**src/rtl/msg_streamer.sv**
```systemverilog
// msg_streamer: emits "Hello, world!\nTime is: <T>\n" on a valid/ready byte stream, T = cycle counter at start.
// Optional greeting line enabled by defining MSG_STREAMER_GREET_EN.
module msg_streamer #(
    parameter int TIME_W = 16
) (
    input  logic       clk,
    input  logic       rst,
    input  logic       start,
    output logic [7:0] out_data,
    output logic       out_valid,
    input  logic       out_ready,
    output logic       busy,
    output logic       done
);
    localparam int ND = TIME_W * 77 / 256 + 1;
    localparam int BW = 4 * ND;
    localparam logic [8*9-1:0] PREFIX_MSG = "Time is: ";
`ifdef MSG_STREAMER_GREET_EN
    localparam logic [8*14-1:0] GREET_MSG = "Hello, world!\n";
`endif

    typedef enum logic [2:0] {
        IDLE,
`ifdef MSG_STREAMER_GREET_EN
        GREET,
`endif
        PREFIX,
        CONV,
        DIGITS,
        NL,
        FIN
    } state_t;

    state_t              state_q, state_d;
    logic [TIME_W-1:0]   cnt_q, t_q, t_d, sh_q, sh_d;
    logic [BW-1:0]       bcd_q, bcd_d, adj, conv_bcd;
    logic [5:0]          idx_q, idx_d, lead;
    logic                fire;

    always_comb begin
        adj = bcd_q;
        for (int i = 0; i < ND; i++)
            adj[4*i +: 4] = (adj[4*i +: 4] > 4'd4) ? adj[4*i +: 4] + 4'd3 : adj[4*i +: 4];
        conv_bcd = {adj[BW-2:0], sh_q[TIME_W-1]};
        // Index of the most significant non-zero digit; 0 keeps a lone "0"
        lead = '0;
        for (int i = 0; i < ND; i++)
            if (conv_bcd[4*i +: 4] != 4'd0) lead = 6'(i);
    end

    assign fire = out_valid && out_ready;
    assign busy = state_q != IDLE;
    assign done = state_q == FIN;

    always_comb begin
        state_d   = state_q;
        idx_d     = idx_q;
        t_d       = t_q;
        sh_d      = sh_q;
        bcd_d     = bcd_q;
        out_data  = 8'h00;
        out_valid = 1'b0;
        case (state_q)
            IDLE: if (start) begin
                t_d   = cnt_q;
                sh_d  = cnt_q;
                bcd_d = '0;
                idx_d = '0;
`ifdef MSG_STREAMER_GREET_EN
                state_d = GREET;
`else
                state_d = PREFIX;
`endif
            end
`ifdef MSG_STREAMER_GREET_EN
            GREET: begin
                out_valid = 1'b1;
                out_data  = GREET_MSG[(13 - int'(idx_q))*8 +: 8];
                if (fire) begin
                    idx_d   = (idx_q == 6'd13) ? 6'd0 : idx_q + 6'd1;
                    state_d = (idx_q == 6'd13) ? PREFIX : GREET;
                end
            end
`endif
            PREFIX: begin
                out_valid = 1'b1;
                out_data  = PREFIX_MSG[(8 - int'(idx_q))*8 +: 8];
                if (fire) begin
                    idx_d   = (idx_q == 6'd8) ? 6'd0 : idx_q + 6'd1;
                    state_d = (idx_q == 6'd8) ? CONV : PREFIX;
                end
            end
            CONV: begin
                bcd_d   = conv_bcd;
                sh_d    = sh_q << 1;
                idx_d   = (idx_q == 6'(TIME_W-1)) ? lead : idx_q + 6'd1;
                state_d = (idx_q == 6'(TIME_W-1)) ? DIGITS : CONV;
            end
            DIGITS: begin
                out_valid = 1'b1;
                out_data  = {4'h3, bcd_q[4*int'(idx_q) +: 4]};
                if (fire) begin
                    idx_d   = (idx_q == 6'd0) ? 6'd0 : idx_q - 6'd1;
                    state_d = (idx_q == 6'd0) ? NL : DIGITS;
                end
            end
            NL: begin
                out_valid = 1'b1;
                out_data  = 8'h0A;
                if (fire) state_d = FIN;
            end
            FIN: state_d = IDLE;
            default: state_d = IDLE;
        endcase
    end

    always_ff @(posedge clk or posedge rst) begin
        if (rst) begin
            state_q <= IDLE;
            cnt_q   <= '0;
            t_q     <= '0;
            sh_q    <= '0;
            bcd_q   <= '0;
            idx_q   <= '0;
        end else begin
            state_q <= state_d;
            cnt_q   <= cnt_q + 1'b1;
            t_q     <= t_d;
            sh_q    <= sh_d;
            bcd_q   <= bcd_d;
            idx_q   <= idx_d;
        end
    end
endmodule

```
**config.mk**
```make
export PLATFORM = sky130hd
export DESIGN_NAME = msg_streamer
export DESIGN_NICKNAME = d
export VERILOG_FILES = /design/src/rtl/msg_streamer.sv
export SDC_FILE = /design/constraint.sdc
export NUM_CORES = 1
export LEC_CHECK = 0
export CAP_MARGIN = 20
export CORE_MARGIN = 2
export CORE_UTILIZATION = 45
export DETAILED_ROUTE_END_ITERATION = 12
export GPL_TIMING_DRIVEN = 0
export HOLD_SLACK_MARGIN = 0.05
export MAX_ROUTING_LAYER = met4
export SYNTH_ARGS = -nofsm -noshare
export SYNTH_HDL_FRONTEND = slang
export SYNTH_SLANG_ARGS = --single-unit
```
**constraint.sdc**
```tcl
create_clock -name clk -period 3.3 [get_ports clk]
set_input_delay 0.66 -clock clk [delete_from_list [all_inputs] [get_ports clk]]
set_output_delay 0.66 -clock clk [all_outputs]
set_load 0.1 [all_outputs]
```
==> impl_metrics.tcl <==
set metrics [dict create \
    status "finished clean" \
    cpPeakStageDelay_ns 0.43 \
    crit_required_ns 2.64 \
    dp_cells 600 \
    routedWlPerCell_um 16.6 \
    htreeDepth 3 \
    reg2reg_depth 9 \
    yosys_warnings 0 \
    finalMaxSlewViolations 0 \
    yosysTopAreaCellShare_pct 37.7 \
    grt_max_degree 42 \
    synth_top_area_cell "dfrtp_1" \
    worst_slew_pin_slew_ns 0.960 \
    finClkSkew_ns 0.0123 \
    io_pins 15 \
    synthMostInstantiatedCell "dfrtp_1" \
    cts-root-buf "clkbuf_8" \
    core_um2 8720 \
    critPathArrivalTime_ns 2.57 \
    die_width_um 98.9 \
    synth_cell_types 66 \
    grt_util_met3_pct 2.70 \
    finalNetCount 524 \
    first_global_vias 3523 \
    relSlewSlack_pct 35.8 \
    cts_tree "done" \
    synth_area_um2 4050 \
    crit_slowest_cell "or3b_2" \
    async_flop_share_pct 100 \
    cts.sinks 61 \
    synth_edf_count 0 \
    viasPerCell 5.88 \
    ys_top_cells_by_count "dfrtp_1 (61), nor2_1 (55), o21ai_0 (45), nand2_1 (33), nand3_1 (26)" \
    grtUsageMet1_pct 30.7 \
    worstHoldPathCells 2 \
    cts_buffers 9 \
    wirelength_um 10300 \
    cts_max_path_buffers 2 \
    nFillCells 794 \
    drt_pass1_iterations 4 \
    initial_utilization_pct 46.5 \
    setup-tns-final_ns 0 \
    fin_cells 620 \
    ys_ff_latch 61 \
    fin_crit_ns 3.23 \
    antenna_left 0 \
    yosys-top-cells-area "dfrtp_1 (38%), o21ai_0 (5.6%), nor2_1 (5.1%)" \
    fmax_mhz 309 \
    syn_nets 494 \
    syn_avg_cell_area_um2 8.48 \
    yosysSeqAreaShare_pct 37.7 \
    use_met2_pct 34.7 \
    path_cells "buf_6 > clkinv_4 > ha_4 > clkbuf_8 > or3b_2 > a21o_1 > a21oi_1 > a211oi_1 > o22ai_4 > buf_12" \
    rsz0062_at_grt "true" \
    end_kind "primary output" \
    syn2layout_area_growth_pct 18.5 \
    min_to "bcd_q[0]$_DFFE_PP0P_" \
    rows 34 \
    finalHoldViolCount 0 \
    grt_pass1_wl_um 17600 \
    diodes 0 \
    dp_hpwl_um 7300 \
    dr_total_vias 3645 \
    cp-startpoint "idx_q[0]$_DFFE_PP0P_" \
    rr_endpoint "idx_q[0]$_DFFE_PP0P_" \
    drive_above_1_share_pct 16.6 \
    cp_max_fo 10 \
    grt_overflow 0 \
    antenna_found_initial 0 \
    insertion_delay_ns 0.34 \
    reg2reg_slack_ns 1.01 \
    hold_start "sh_q[15]$_DFFE_PP0P_" \
    cap_violations 0 \
    setup_viol 0 \
    hold_path_class "reg2reg" \
    synthCells 478 \
    startpoint_type "register" \
    die_h_um 98.9 \
    die_area_um2 9780 \
    r2r-start "idx_q[1]$_DFFE_PP0P_" \
    gp_congestion 0.916 \
    io_buffers 13 \
    clk_pin_slew_ns 0.06 \
    post-route-period-util_pct 97.9 \
    top_usage_layer "met2" \
    drc 0 \
    drt_iter0_markers 168 \
    synth-main-ff-cell "dfrtp_1" \
    grt_use_total_pct 22.8 \
    path_class "reg2out" \
]
[state kept, by name, summed over array words and instances, names as in the netlist]
| register | cells |
|---|---|
| state_q | 3 |
| bcd_q | 20 |
| idx_q | 6 |
| sh_q | 16 |
| cnt_q | 16 |
[what timing repair did]
item	in CTS	in global routing
buffers inserted	2	3
hold buffers	0	0
resized for setup	70	13
endpoints found under the setup margin	8	7
pin swaps	3	4
[per-layer routing]
layer / wire [um] / share of wire [%]
met3: 337 / 3.3
met2: 4880 / 47
met5: 0 / 0
met4: 243 / 2.4
met1: 4840 / 47
[cells in the final DEF, fill, tap and decap left out, drive strengths merged, types with 3 or more instances in the layout]
master	synthesis	final
a211oi	4	4
a21o	5	5
a21oi	23	23
a31o	3	3
a31oi	3	3
a32o	3	3
and3	5	5
buf	16	28
clkbuf	17	30
clkdlybuf4s50	0	5
clkinv	1	3
dfrtp	61	61
ha	12	12
inv	22	22
mux2	5	5
mux2i	12	12
nand2	33	33
nand2b	5	5
nand3	26	26
nand4	3	3
nor2	55	55
nor2b	11	11
nor3	9	9
nor4	6	6
o211a	3	3
o21a	3	3
o21ai	48	48
o22ai	18	18
o311ai	3	3
o31ai	4	4
or3	3	3
or3b	5	5
xnor2	15	15
xor2	7	7
[cells by family after synthesis]
kind of cell             Yosys count  synth area share, %
XOR/XNOR                          22                 4.75
flip-flops                        61                 37.7
AO/OA/AOI/OAI                    137                 21.5
AND/OR/NAND/NOR                  171                 21.5
adder cells (fa/ha/maj)           12                 3.70
buffers and inverters             56                 5.86
multiplexers                      18                 4.91
other                              1               0.0925
[how the worst max path moves through the flow]
stage	endpoint
floorplan	out_data[1]
global placement	out_data[2]
detailed placement	out_data[2]
CTS	out_data[2]
global route	out_data[2]
finish	out_data[2]
[critical path, delay by kind of cell, from the launching register on]
kind	cells	cell delay, ns
compound gates	4	0.62
fa+ha+maj	1	0.20
buf+inv	4	0.63
flops	1	0.36
simple gates	1	0.43
[through the flow]
stage	utilization [%]	worst slack (ns)	hold WS [ns]	area, um2
after floorplan	-	-0.0741	0.439	4140
after global placement	50.5	-1.01	0.466	4400
after detailed placement	50.7	-1.01	0.465	4420
after CTS	54.4	-0.0000617	0.484	4740
after global routing	55.1	-0.00157	0.513	4800
final	55.1	0.0685	0.477	4800
[area by class of cell]
type                            instances  area (um2)  area share [%]
Inverter                               23        93.8            1.95
Sequential cell                        61        1530            31.8
Multi-Input combinational cell        361        2440            50.9
Buffer                                 32         183            3.80
Timing Repair Buffer                   20         210            4.38
Clock buffer                           12         165            3.44
Clock inverter                          3        43.8           0.912
Tap cell                              108         135            2.81
Power is not shown: default switching activity piles up to over one toggle a cycle in this logic, so the estimate is an artifact.
